## config.mk

```make
export PLATFORM = sky130hd
export DESIGN_NAME = saturn_instr_decoder
export DESIGN_NICKNAME = d
export VERILOG_FILES = /design/src/rtl/saturn_instr_decoder.sv
export SDC_FILE = /design/constraint.sdc
export NUM_CORES = 1
export LEC_CHECK = 0
export ABC_CLOCK_PERIOD_IN_PS = 4000
export CORE_UTILIZATION = 42
export CTS_CLUSTER_SIZE = 25
export DETAILED_ROUTE_END_ITERATION = 12
export PLACE_DENSITY = 0.84
export SYNTH_ARGS = -nofsm -noshare
export SYNTH_HDL_FRONTEND = slang
export SYNTH_SLANG_ARGS = --single-unit
export TNS_END_PERCENT = 20
```

## constraint.sdc

```tcl
create_clock -name clk -period 4 [get_ports clk]
set_clock_uncertainty 0.15 [all_clocks]
set_input_delay 0.6 -clock clk [delete_from_list [all_inputs] [get_ports clk]]
set_output_delay 0.6 -clock clk [all_outputs]
set_load 0.1 [all_outputs]
```

## src/rtl/saturn_instr_decoder.sv

```systemverilog
// rtl/saturn_instr_decoder.sv - Saturn group-0 instruction decoder/sequencer (trace: SATURN_DEC_TRACE_EN)
module saturn_instr_decoder (
  input  logic        clk,
  input  logic        reset,
  input  logic [31:0] i_cycles,
  input  logic        i_en_dbg,
  input  logic        i_en_dec,
  input  logic        i_en_exec,
  input  logic [3:0]  i_nibble,
  output logic [19:0] o_pc,
  output logic        o_dec_error
);

  typedef enum logic {
    ST_IDLE = 1'b0,
    ST_GRP0 = 1'b1
  } dec_state_e;

  dec_state_e  state_q, state_d;

  logic [19:0] pc_q, pc_d;
  logic        carry_q, carry_d;
  logic        xm_q, xm_d;
  logic        dec_mode_q, dec_mode_d;
  logic [3:0]  p_q, p_d;
  logic [11:0] st_q, st_d;
  logic [19:0] stk_q [8];
  logic [19:0] stk_d [8];
  logic [2:0]  sp_q, sp_d;
  logic        stk_empty_q, stk_empty_d;
  logic [3:0]  op_q, op_d;
  logic        pending_q, pending_d;
  logic        err_pend_q, err_pend_d;
  logic        dec_error_q, dec_error_d;

  // Decode strobes derived from the FSM state
  logic        dec_go;
  logic        exec_go;
  logic        op_latch;
  logic        idle_bad;
  logic        do_ret;

  function automatic logic op_supported(input logic [3:0] op);
    case (op)
      4'h0, 4'h1, 4'h2, 4'h3, 4'h4, 4'h5, 4'h8, 4'hC, 4'hD: op_supported = 1'b1;
      default:                                              op_supported = 1'b0;
    endcase
  endfunction

  // Decode state register; reset discards any partial instruction
  always_ff @(posedge clk) begin
    if (!reset) state_q <= ST_IDLE;
    else        state_q <= state_d;
  end

  // Next decode state: a leading 0 opens group 0, the second nibble closes it
  always_comb begin
    state_d = state_q;
    if (dec_go) begin
      case (state_q)
        ST_IDLE: state_d = (i_nibble == 4'h0) ? ST_GRP0 : ST_IDLE;
        ST_GRP0: state_d = ST_IDLE;
        default: state_d = ST_IDLE;
      endcase
    end
  end

  // Per-state decode actions; everything is frozen once the error flag is set
  always_comb begin
    dec_go   = i_en_dec  & ~dec_error_q;
    exec_go  = i_en_exec & ~dec_error_q;
    op_latch = dec_go & (state_q == ST_GRP0);
    idle_bad = dec_go & (state_q == ST_IDLE) & (i_nibble != 4'h0);
  end

  // Datapath: exec commits the previous instruction, dec latches the new nibble,
  // and a return overrides the PC increment when both land on the same edge
  always_comb begin
    pc_d        = pc_q;
    carry_d     = carry_q;
    xm_d        = xm_q;
    dec_mode_d  = dec_mode_q;
    p_d         = p_q;
    st_d        = st_q;
    stk_d       = stk_q;
    sp_d        = sp_q;
    stk_empty_d = stk_empty_q;
    op_d        = op_q;
    pending_d   = pending_q;
    err_pend_d  = err_pend_q;
    dec_error_d = dec_error_q;
    do_ret      = 1'b0;

    if (exec_go) begin
      if (err_pend_q) begin
        dec_error_d = 1'b1;
      end else if (pending_q) begin
        pending_d = 1'b0;
        case (op_q)
          4'h0: begin xm_d = 1'b1; do_ret = 1'b1; end
          4'h1: do_ret = 1'b1;
          4'h2: begin carry_d = 1'b1; do_ret = 1'b1; end
          4'h3: begin carry_d = 1'b0; do_ret = 1'b1; end
          4'h4: dec_mode_d = 1'b0;
          4'h5: dec_mode_d = 1'b1;
          4'h8: st_d = 12'h000;
          4'hC: begin p_d = p_q + 4'h1; carry_d = (p_q == 4'hF); end
          4'hD: begin p_d = p_q - 4'h1; carry_d = (p_q == 4'h0); end
          default: ;
        endcase
      end
    end

    if (dec_go) begin
      pc_d = pc_q + 20'h00001;
      if (idle_bad) err_pend_d = 1'b1;
      if (op_latch) begin
        op_d = i_nibble;
        if (op_supported(i_nibble)) pending_d  = 1'b1;
        else                        err_pend_d = 1'b1;
      end
    end

    if (do_ret) begin
      if (stk_empty_q) begin
        pc_d = 20'h00000;
      end else begin
        pc_d = stk_q[sp_q];
        if (sp_q == 3'd0) stk_empty_d = 1'b1;
        else              sp_d = sp_q - 3'd1;
      end
    end
  end

  // Architectural and sequencing registers
  always_ff @(posedge clk) begin
    if (!reset) begin
      pc_q        <= 20'h00000;
      carry_q     <= 1'b0;
      xm_q        <= 1'b0;
      dec_mode_q  <= 1'b0;
      p_q         <= 4'h0;
      st_q        <= 12'h000;
      for (int i = 0; i < 8; i++) stk_q[i] <= 20'h00000;
      sp_q        <= 3'd0;
      stk_empty_q <= 1'b1;
      op_q        <= 4'h0;
      pending_q   <= 1'b0;
      err_pend_q  <= 1'b0;
      dec_error_q <= 1'b0;
    end else begin
      pc_q        <= pc_d;
      carry_q     <= carry_d;
      xm_q        <= xm_d;
      dec_mode_q  <= dec_mode_d;
      p_q         <= p_d;
      st_q        <= st_d;
      stk_q       <= stk_d;
      sp_q        <= sp_d;
      stk_empty_q <= stk_empty_d;
      op_q        <= op_d;
      pending_q   <= pending_d;
      err_pend_q  <= err_pend_d;
      dec_error_q <= dec_error_d;
    end
  end

  assign o_pc        = pc_q;
  assign o_dec_error = dec_error_q;

`ifdef SATURN_DEC_TRACE_EN
  logic [3:0] trace_op_q, trace_op_d;
  logic       trace_vld_q, trace_vld_d;

  function automatic string op_name(input logic [3:0] op);
    case (op)
      4'h0: op_name = "RTNSXM";
      4'h1: op_name = "RTN";
      4'h2: op_name = "RTNSC";
      4'h3: op_name = "RTNCC";
      4'h4: op_name = "SETHEX";
      4'h5: op_name = "SETDEC";
      4'h8: op_name = "CLRST";
      4'hC: op_name = "P=P+1";
      4'hD: op_name = "P=P-1";
      default: op_name = "?";
    endcase
  endfunction

  // Remember the last committed opcode for the trace line
  always_comb begin
    trace_op_d  = trace_op_q;
    trace_vld_d = trace_vld_q;
    if (exec_go && pending_q && !err_pend_q) begin
      trace_op_d  = op_q;
      trace_vld_d = 1'b1;
    end
  end

  // Trace register and per-bus-cycle print in the debug slot
  always_ff @(posedge clk) begin
    if (!reset) begin
      trace_op_q  <= 4'h0;
      trace_vld_q <= 1'b0;
    end else begin
      trace_op_q  <= trace_op_d;
      trace_vld_q <= trace_vld_d;
      if (i_en_dbg) begin
        if (dec_error_q)
          $display("[%0d] pc=%05h ERROR", i_cycles, pc_q);
        else
          $display("[%0d] pc=%05h %s", i_cycles, pc_q, trace_vld_q ? op_name(trace_op_q) : "-");
      end
    end
  end
`else
  logic unused_trace;
  assign unused_trace = ^{i_cycles, i_en_dbg, st_q};
`endif

endmodule

```

==> results.toml, run 1 <==
[outcome]
status = "finished clean"

[timing]
finalSetupViolCount = 0
rsz0062_at_grt = "no"
fin_crit_ns = 2.76
fin_ws_ns = 1.24
post-route-period-util = 0.690
tns_ns = 0
tightest_slew_ns = 0.986
slew_headroom = 0.340
max_freq_mhz = 362
finalHoldViolCount = 0
drv_slew = 0

[setup_path]
cp_slowest_cell = "clkdlybuf4s50_1"
path_class = "register to primary output"
cp.required_ns = 3.25
arrival_ns = 2.01
slowest_delay_ns = 1.19
crit_path_end_kind = "primary output"
worst-path-max-fanout = 8
cp_top_family = "buffers and inverters"
critPathLaunchType = "register"
crit_path_cell_trace = "clkdlybuf4s50_1"
worstPathBufferInverterCount = 1

[logic_synthesis]
ys_seq_area_frac = 0.429
syn_area_per_cell_um2 = 8.55
yosysUniqueCellTypes = 35
syn_nets = 184
synthesis.area_um2 = 1210
yosysWarnings = 0
synth_cells = 142
synth_seq_cells = 26

[final_layout]
multiInputGateArea_um2 = 637
syn2layout_area_growth_pct = 27.7
diodes = 0
instances_no_fill = 200
num-fill-cells = 264
seq_area_um2 = 520
final_core_util = 0.562
drive_above_1_share = 0.0710
final_nets = 212

[worst_hold_path]
hold_class = "register to register"

[cts]
cts-resized-gates = 0
cts_setup_buffers = 0
ctsHoldBuffers = 0
cts.sinks = 26
cts_max_level = 1
clkLatencyLatePin_ns = 0.31
clkTransAtPathRegs_ns = 0.13
clockBufferDepth = 2
tritoncts = "done"
cts_buffers = 3
cts-root-buf = "clkbuf_4"

[grt]
grt_first_pass_wirelength_um = 4580
gr-usage-all-layers = 0.184
grt_overflow_total = 0
grt_pass1_vias = 1113
grt_max_degree = 22
antenna_found_initial = 0

[power_and_ir_drop]
power_frac_seq = 0.587
p_leak_nw = 0.502
p_int_w = 0.000339
p_comb_frac = 0.129
switching_share = 0.261
clkPwrFrac = 0.284
fin_total_pwr_w = 0.000458
peakVddDrop_mv = 0.229
power.switching_w = 0.000119
p_per_area_nw_per_um2 = 296

[floorplanning]
rows = 19
io_pins = 62
die-area_um2 = 3110
die_x_um = 55.8
start_util = 0.440
core_um2 = 2760
chipHeight_um = 55.8

[detailed_routing]
vias = 1143
drt-pass1-iter-count = 4
drt_iter0_markers = 19
viasPerCell = 5.72
wl_um = 2630
drtAntennaViolNets = 0
drc = 0
wl_per_cell_um = 13.1

[placement]
dp.cells = 196
globalplace.congestion = 0.800
hpwlAfterDp_um = 2040
port_buffers = 28
place_ws_ns = 1.30

[job]
cap_violations = 0
## power by group through the flow
stage / registers, W / clock network (W) / logic (W)
2_1_floorplan: 0.000296 / 0 / 0.0000182
5_1_grt: 0.000270 / 0.000144 / 0.0000622
3_5_place_dp: 0.000274 / 0 / 0.0000589
4_1_cts: 0.000269 / 0.000136 / 0.0000590
6_report: 0.000269 / 0.000130 / 0.0000591
3_3_place_gp: 0.000274 / 0 / 0.0000568
## metal layers
metal	wire length [µm]	vias to the layer above	track usage
li1	-	562	-
met1	1060	540	0.190
met2	1390	31	0.351
met3	107	10	0.0279
met4	75	0	0.100
met5	0	-	0
## sequential cells by signal, indices dropped and copies added (netlist names)
register and flops:
pending_q 1, state_q 1, op_q 2, err_pend_q 1, o_pc 20, o_dec_error 1
## path summary, 6_finish.rpt
| kind | start | to | slack [ns] | cells past startpoint |
|---|---|---|---|---|
| max | o_pc[2] | o_pc[2] | 1.24 | 1 |
| min | pending_q | pending_q | 0.32 | 2 |
| max reg2reg | o_pc[0] | o_pc[16] | 1.85 | 5 |
| min reg2reg | pending_q | pending_q | 0.32 | 2 |
## cell usage after synthesis
cell      count  area share
nand4b_1      1      0.0072
nand3b_1      1      0.0062
nor2_1       17       0.053
a211o_1       1      0.0072
xor2_1        3       0.022
ha_1          1       0.010
xnor2_1       8       0.058
or4_4         2       0.019
dfxtp_1      26        0.43
or3_1         5       0.026
nand4_4       1       0.018
inv_1         8       0.025
mux2i_1       1      0.0082
and3_1        1      0.0052
a21oi_1      12       0.049
a21oi_2       1      0.0072
nor4_1        4       0.021
buf_2         3       0.012
and4b_1       1      0.0082
o21ai_0       5       0.021
o41ai_2       1       0.013
nand2_1      10       0.031
o31ai_1       3       0.019
nor2b_1       1      0.0052
a31oi_1       1      0.0052
a211oi_1      1      0.0062
a31o_2        1      0.0072
o21bai_1      1      0.0062
nand3_1       6       0.025
clkbuf_1      3      0.0093
nand4_1       5       0.026
nor3_1        3       0.012
nand2b_1      1      0.0052
or3b_2        1      0.0072
or4_1         2       0.012
## cell usage in the layout, fill, tap and decap left out, types with 4 or more instances in the layout
cell	synthesis	routed
a21oi_1	12	12
clkdlybuf4s50_1	0	28
dfxtp_1	26	26
inv_1	8	8
nand2_1	10	10
nand3_1	6	6
nand4_1	5	5
nor2_1	17	17
nor4_1	4	4
o21ai_0	5	5
or3_1	5	5
xnor2_1	8	8
## through the flow
stage	hold slack (ns)	cell area [µm²]
2_1_floorplan	0.282	1210
6_report	0.322	1550
3_3_place_gp	0.296	1510
3_5_place_dp	0.306	1510
5_1_grt	0.357	1550
4_1_cts	0.325	1550
## kinds of logic (layout without fill, tap and decap cells)
logic type | Yosys count | in the layout | share of synthesized area
XOR/XNOR | 11 | 11 | 0.0794
AO/OA/AOI/OAI | 27 | 27 | 0.141
buffers and inverters | 14 | 41 | 0.0464
AND/OR/NAND/NOR | 62 | 62 | 0.286
multiplexers | 1 | 1 | 0.00825
adder cells (fa/ha/maj) | 1 | 1 | 0.0103
flip-flops | 26 | 26 | 0.429
## cell type report
type,count,share of cell area
Tap cell,31,0.0250
Multi-Input combinational cell,102,0.411
Timing Repair Buffer,29,0.186
Sequential cell,26,0.336
Inverter,8,0.0194
Clock buffer,4,0.0234
No activity file was read; power rests on OpenSTA's default activity.
==> run 2, diff against run 1 <==
ABC_CLOCK_PERIOD_IN_PS = 2500   (was 4000)
CORE_UTILIZATION = 35   (was 42)
PLACE_DENSITY = 0.75   (was 0.84)
clock period = 2.5 ns   (was 4 ns; I/O delays follow)
==> results.toml, run 2 (synthesis gave the netlist of run 1 again) <==
[outcome]
status = "finished clean"

[power_and_ir_drop]
peakVddDrop_mv = 0.273
p_leak_nw = 0.563
p_per_area_nw_per_um2 = 476

[floorplanning]
io_pins = 62
chipHeight_um = 60.9
start_util = 0.364
rows = 21
die_x_um = 60.9
die-area_um2 = 3710
core_um2 = 3340

[placement]
hpwlAfterDp_um = 1980
place_ws_ns = 0.165
port_buffers = 28
dp.cells = 214
globalplace.congestion = 0.717

[grt]
grt_max_degree = 18
grt_first_pass_wirelength_um = 4020
antenna_found_initial = 0
grt_overflow_total = 0
grt_pass1_vias = 967
gr-usage-all-layers = 0.149

[detailed_routing]
vias = 1100
drtAntennaViolNets = 0
drc = 0
wl_per_cell_um = 11.7
drt_iter0_markers = 56
drt-pass1-iter-count = 4
wl_um = 2550
viasPerCell = 5.05

[cts]
clkTransAtPathRegs_ns = 0.14
cts_max_level = 1
clkLatencyLatePin_ns = 0.33
ctsHoldBuffers = 0
cts_buffers = 3
cts-resized-gates = 0
clockBufferDepth = 2
cts-root-buf = "clkbuf_4"
tritoncts = "done"
cts.sinks = 26
cts_setup_buffers = 0

[timing]
finalHoldViolCount = 0
slew_headroom = 0.766
drv_slew = 0
fin_crit_ns = 1.98
tightest_slew_ns = 0.348
finalSetupViolCount = 0
tns_ns = 0
fin_ws_ns = 0.524
worst_hold_slack_ns = 0.310
max_freq_mhz = 506
post-route-period-util = 0.791
rsz0062_at_grt = "no"

[job]
cap_violations = 0

[final_layout]
final_nets = 215
final_core_util = 0.465
diodes = 0
instances_no_fill = 218
largest_reg_flops = 20
drive_above_1_share = 0.267
layout_commonest_cell = "buf_4"
syn2layout_area_growth_pct = 27.8
layout_common_cells = "buf_4, nor2_1, dfxtp_1"

[setup_path]
crit_path_end_kind = "register"
path_class = "input pin to register"
arrival_ns = 2.06
cp.required_ns = 2.58
critPathLaunchType = "input pin"
r2r_start = "o_pc[5]"
critPathLaunch = "i_en_exec"
worst-path-max-fanout = 17

[worst_hold_path]
hold_class = "register to register"
min_from = "pending_q"
-- run 2: cell type report --
cell class,count,area (µm²)
repair buffers,32,258
fillers,346,1790
inverters,8,30.0
well taps,46,57.6
flip-flops and latches,26,533
clock buffers,4,36.3
multi-input cells,102,637
-- run 2: critical path: stages --
cell and delay (ns):
clkdlybuf4s50_1 0.48, or3b_2 0.49, o41ai_2 0.23, buf_4 0.19, buf_4 0.22, nor2_1 0.08
-- run 2: worst paths after layout --
path,endpoint,slack [ns],cells after the start
min,pending_q,0.31,2
max,o_pc[9],0.52,6
min reg2reg,pending_q,0.31,2
max reg2reg,o_pc[19],0.52,4
-- run 2: routing by layer --
metal	track usage	vias to the layer above	wire length, µm
li1	-	562	-
met1	0.159	511	1150
met2	0.278	23	1260
met3	0.0320	4	95
met4	0.0682	0	34
met5	0	-	0
-- run 2: metrics by stage --
step | area [µm²] | total power (W)
2_1_floorplan | 1230 | 0.000503
6_report | 1550 | 0.000738
3_5_place_dp | 1520 | 0.000535
5_1_grt | 1550 | 0.000772
4_1_cts | 1550 | 0.000749
3_3_place_gp | 1520 | 0.000533
-- run 2: power by group --
group / total [W] / internal [W] / switching [W]
clock network: 0.000213 / 0.0000893 / 0.000124
registers: 0.000431 / 0.000422 / 0.00000859
logic: 0.0000945 / 0.0000322 / 0.0000623
total: 0.000738 / 0.000544 / 0.000195
==> run 3, diff against run 2 <==
ABC_CLOCK_PERIOD_IN_PS = 1900   (was 2500)
CORE_UTILIZATION = 39   (was 35)
PLACE_DENSITY = 0.79   (was 0.75)
clock period = 1.9 ns   (was 2.5 ns; I/O delays follow)
==> results.toml, run 3 (synthesis gave the netlist of run 1 again) <==
[placement]
hpwlAfterDp_um = 2460
dp.cells = 208
globalplace.congestion = 0.842
port_buffers = 28

[cts]
clkTransAtPathRegs_ns = 0.14
clockBufferDepth = 2
cts_max_level = 1
ctsHoldBuffers = 0
cts.sinks = 26
cts_buffers = 3
clkLatencyLatePin_ns = 0.32
tritoncts = "done"
cts-root-buf = "clkbuf_4"

[power_and_ir_drop]
power_frac_seq = 0.550
peakVddDrop_mv = 0.388
switching_share = 0.272
clkPwrFrac = 0.281
p_leak_nw = 0.695
p_int_w = 0.000733
power.switching_w = 0.000273
p_per_area_nw_per_um2 = 513
p_comb_frac = 0.170

[timing]
tns_ns = 0
finalSetupViolCount = 0
max_freq_mhz = 550
finalHoldViolCount = 0
slew_headroom = 0.730
rsz0062_at_grt = "no"
fin_crit_ns = 1.82
post-route-period-util = 0.957
tightest_slew_ns = 0.401
drv_slew = 0

[outcome]
failed_checks = "DRC"
status = "finished with violations"

[detailed_routing]
drc = 3
drtAntennaViolNets = 0
wl_um = 3120
wl_per_cell_um = 14.5
drt-pass1-iter-count = 8
viasPerCell = 5.58
drt_iter0_markers = 42
vias = 1205

[grt]
grt_max_degree = 15
grt_pass1_vias = 1267
grt_overflow_total = 0
gr-usage-all-layers = 0.212
grt_first_pass_wirelength_um = 5470
antenna_found_initial = 0

[floorplanning]
die_x_um = 57.8
die-area_um2 = 3340
io_pins = 62
start_util = 0.425
rows = 19
chipHeight_um = 57.8
core_um2 = 2850

[final_layout]
final_nets = 228
syn2layout_area_growth_pct = 61.5
layout_common_cells = "buf_12, nor2_1, buf_4"
drive_above_1_share = 0.384
diodes = 0
layout_commonest_cell = "buf_12"
largest_reg_flops = 20
seq_area_um2 = 581
instances_no_fill = 216
multiInputGateArea_um2 = 657
num-fill-cells = 223

[setup_path]
cp_top_family = "simple AND/OR/NAND/NOR gates"
path_class = "register to register"
cp_slowest_cell = "or4_1"
slowest_delay_ns = 0.48
worst-path-max-fanout = 8
arrival_ns = 1.93
critPathLaunchType = "register"
crit_path_cell_trace = "nand4_4 -> or3_4 -> or4_1 -> a21oi_1"
worstPathBufferInverterCount = 0
cp.required_ns = 2.01
crit_path_end_kind = "register"

[worst_hold_path]
hold_class = "register to register"

[job]
cap_violations = 0
-- run 3: worst register-to-register path, delay by kind of cell (launching register included) --
family	cells	cell delay, ns
AOI/OAI and AO/OA	1	0.15
DFF	1	0.43
and+or+nand+nor	3	1.03
-- run 3: what timing repair did --
item | CTS | global route
endpoints found under the setup margin | 1 | 2
gates cloned | 0 | 0
setup buffers | 0 | 4
resized for setup | 1 | 1
-- run 3: path summary, 6_finish.rpt --
| check | from | endpoint | slack, ns | cells past startpoint |
|---|---|---|---|---|
| min reg2reg | pending_q | pending_q | 0.32 | 2 |
| max reg2reg | o_pc[4] | o_pc[17] | 0.08 | 4 |
| min | pending_q | pending_q | 0.32 | 2 |
| max | o_pc[4] | o_pc[17] | 0.08 | 4 |
-- run 3: metal layers --
| layer | vias to the layer above | wire length, µm | global-route usage |
|---|---|---|---|
| met2 | 40 | 1650 | 0.399 |
| met5 | - | 0 | 0 |
| met1 | 562 | 1210 | 0.218 |
| met3 | 10 | 161 | 0.0402 |
| met4 | 0 | 102 | 0.122 |
| li1 | 593 | - | - |
-- run 3: power groups by stage --
stage                     registers [W]   logic, W  clock network [W]
after floorplan                0.000611  0.0000397                  0
after global placement         0.000567   0.000149                  0
after detailed placement       0.000569   0.000158                  0
after CTS                      0.000557   0.000158           0.000290
after global routing           0.000554   0.000179           0.000315
final                          0.000553   0.000171           0.000282
-- run 3: metrics by stage --
stage | util | worst slack [ns] | power, W | hold slack, ns | cell area, µm²
3_5_place_dp | 0.661 | -0.318 | 0.000727 | 0.299 | 1890
3_3_place_gp | 0.661 | -0.271 | 0.000716 | 0.294 | 1890
4_1_cts | 0.676 | 0.0410 | 0.00101 | 0.319 | 1930
5_1_grt | 0.687 | 0.00294 | 0.00105 | 0.360 | 1960
6_report | 0.687 | 0.0823 | 0.00101 | 0.318 | 1960
2_1_floorplan | - | -0.146 | 0.000650 | 0.278 | 1310
-- run 3: area by class of cell --
type	count	area share
Timing Repair Buffer	45	0.315
Tap cell	31	0.0198
Clock buffer	4	0.0185
Inverter	8	0.0153
Sequential cell	26	0.296
Multi-Input combinational cell	102	0.335
==> patch: new RTL, settings of run 1 <==
Register the output `o_pc` once more, without a reset; this adds one clock of latency there. The other outputs are not delayed to match.
--- a/src/rtl/saturn_instr_decoder.sv
+++ b/src/rtl/saturn_instr_decoder.sv
@@ -165,7 +165,9 @@
     end
   end
 
-  assign o_pc        = pc_q;
+  always_ff @(posedge clk) begin
+    o_pc <= pc_q;
+  end
   assign o_dec_error = dec_error_q;
 
 `ifdef SATURN_DEC_TRACE_EN
Behaviour: not the same (a bounded check fails within 4 cycles, from zero or initial values and one cycle with reset low).
==> patch against run 1 <==
Die area up 34%; synthesized area up 35%; critical path type unchanged; core utilization down 0.12 points; design area up 34%; setup slack better by 0.12 ns; clock power rose to 2.6 times the old value; combinational power up 3.7%; total power up 89%; wire length up 17%; synthesized cell count up 18%; sequential power up 75%; sequential cell count up 20; global-route usage down 1.8 points.
==> patch: results (changes against run 1) <==
<table>
<tr><th>Metric</th><th>Value</th></tr>
<tr><th colspan="2">Global routing</th></tr>
<tr><td>First-pass GRT wire length</td><td>5.36 mm (+17%)</td></tr>
<tr><td>Pin count of the biggest net entering global routing</td><td>21 (-4.5%)</td></tr>
<tr><td>Via count of the first global-routing pass</td><td>1226 (+10%)</td></tr>
<tr><td>Overall routing resource usage</td><td>16.6% (-1.8 points)</td></tr>
<tr><th colspan="2">Synthesis</th></tr>
<tr><td>Number of distinct library cells after synthesis</td><td>33 (-5.7%)</td></tr>
<tr><td>Mean area per synthesized cell</td><td>9.83 um^2 (+15%)</td></tr>
<tr><td>Number of nets produced by synthesis</td><td>209 (+14%)</td></tr>
<tr><td>List of most frequent post-synthesis cells</td><td>46 x dfxtp_1, 15 x nand2_1, 12 x nand3_1, 12 x nor2_1, 11 x a21oi_1</td></tr>
<tr><td>Top post-synthesis cells by area</td><td>dfxtp_1 56%, nand3_1 3.7%, nand2_1 3.4%</td></tr>
<tr><th colspan="2">Clocking</th></tr>
<tr><td>Worst-Skew Late Latency</td><td>0.29 ns (-0.02 ns)</td></tr>
<tr><td>TritonCTS Buffers</td><td>5 (+2)</td></tr>
<tr><td>Clock root buffer master</td><td>clkbuf_8</td></tr>
<tr><td>Depth of the CTS H-tree</td><td>2 (+1)</td></tr>
<tr><td>Clk pin slew, worst setup/hold paths</td><td>0.08 ns (-0.05 ns)</td></tr>
<tr><th colspan="2">Place</th></tr>
<tr><td>Instance area at placement</td><td>1970 um^2 (+30%)</td></tr>
<tr><td>Number of placed cells counting well taps</td><td>240 (+22%)</td></tr>
<tr><td>Global placer's final weighted congestion</td><td>0.779 (-2.7%)</td></tr>
<tr><td>Post-detail-place hpwl</td><td>2.17 mm (+6.2%)</td></tr>
<tr><th colspan="2">Floorplanning</th></tr>
<tr><td>Starting Density</td><td>44.2% (+0.16 points)</td></tr>
<tr><th colspan="2">Worst hold path</th></tr>
<tr><td>Hold Crit Class</td><td>register to register</td></tr>
<tr><th colspan="2">Drt</th></tr>
<tr><td>1st-iter DRT viols</td><td>58 (+39)</td></tr>
<tr><td>Total via count in the routed design</td><td>1323 (+16%)</td></tr>
<tr><th colspan="2">Layout</th></tr>
<tr><td>Share of final-layout standard cells stronger than drive strength 1</td><td>6.00% (-1.1 points)</td></tr>
<tr><td>Total Nets Final</td><td>241 (+14%)</td></tr>
<tr><td>Post-route insts no fill</td><td>248 (+24%)</td></tr>
<tr><th colspan="2">Run status</th></tr>
<tr><td>Run status</td><td>completed</td></tr>
<tr><th colspan="2">Worst setup path</th></tr>
<tr><td>Arr. time, crit path</td><td>1.89 ns (-0.12 ns)</td></tr>
<tr><td>Delay of the slowest critical-path stage</td><td>1.17 ns (-0.02 ns)</td></tr>
<tr><td>Crit Path Max Fanout</td><td>6 (-2)</td></tr>
</table>
[patch: per-layer routing]
layer | vias up | track usage, % | wire, um
met4 | 0 | 5.28 | 51
met5 | - | 0 | 0
met1 | 618 | 21.1 | 1470
li1 | 670 | - | -
met2 | 29 | 25.9 | 1460
met3 | 6 | 6.16 | 102
[patch: power breakdown]
group | leakage [nW] | internal (mW) | switching, mW
clock | 0.0514 | 0.186 | 0.147
sequential | 0.372 | 0.464 | 0.00659
combinational | 0.258 | 0.0202 | 0.0411
[patch: cell families after synthesis]
logic type / Yosys count / share of synthesized area (%)
compound gates: 30 / 11.7
xor+xnor: 10 / 5.34
fa+ha+maj: 1 / 0.762
buf+inv: 6 / 1.37
flops: 46 / 56.1
simple gates: 74 / 24.8
[patch: final timing paths]
path               start     endpoint  slack [ns]  depth (start not counted)
min             pc_q[18]     o_pc[18]        0.24                          0
min reg2reg     pc_q[18]     o_pc[18]        0.24                          0
max reg2reg  o_dec_error     pc_q[16]        1.98                          4
max          o_dec_error  o_dec_error        1.36                          1
[patch: final cells by class]
| cell class | instances | area (um^2) | share of cell area, % |
|---|---|---|---|
| Sequential cell | 46 | 921 | 44.2 |
| Multi-Input combinational cell | 115 | 698 | 33.5 |
| Timing Repair Buffer | 29 | 288 | 13.8 |
| Clock buffer | 6 | 72.6 | 3.48 |
| Tap cell | 48 | 60.1 | 2.88 |
| Clock inverter | 2 | 37.5 | 1.80 |
| Inverter | 2 | 7.51 | 0.360 |
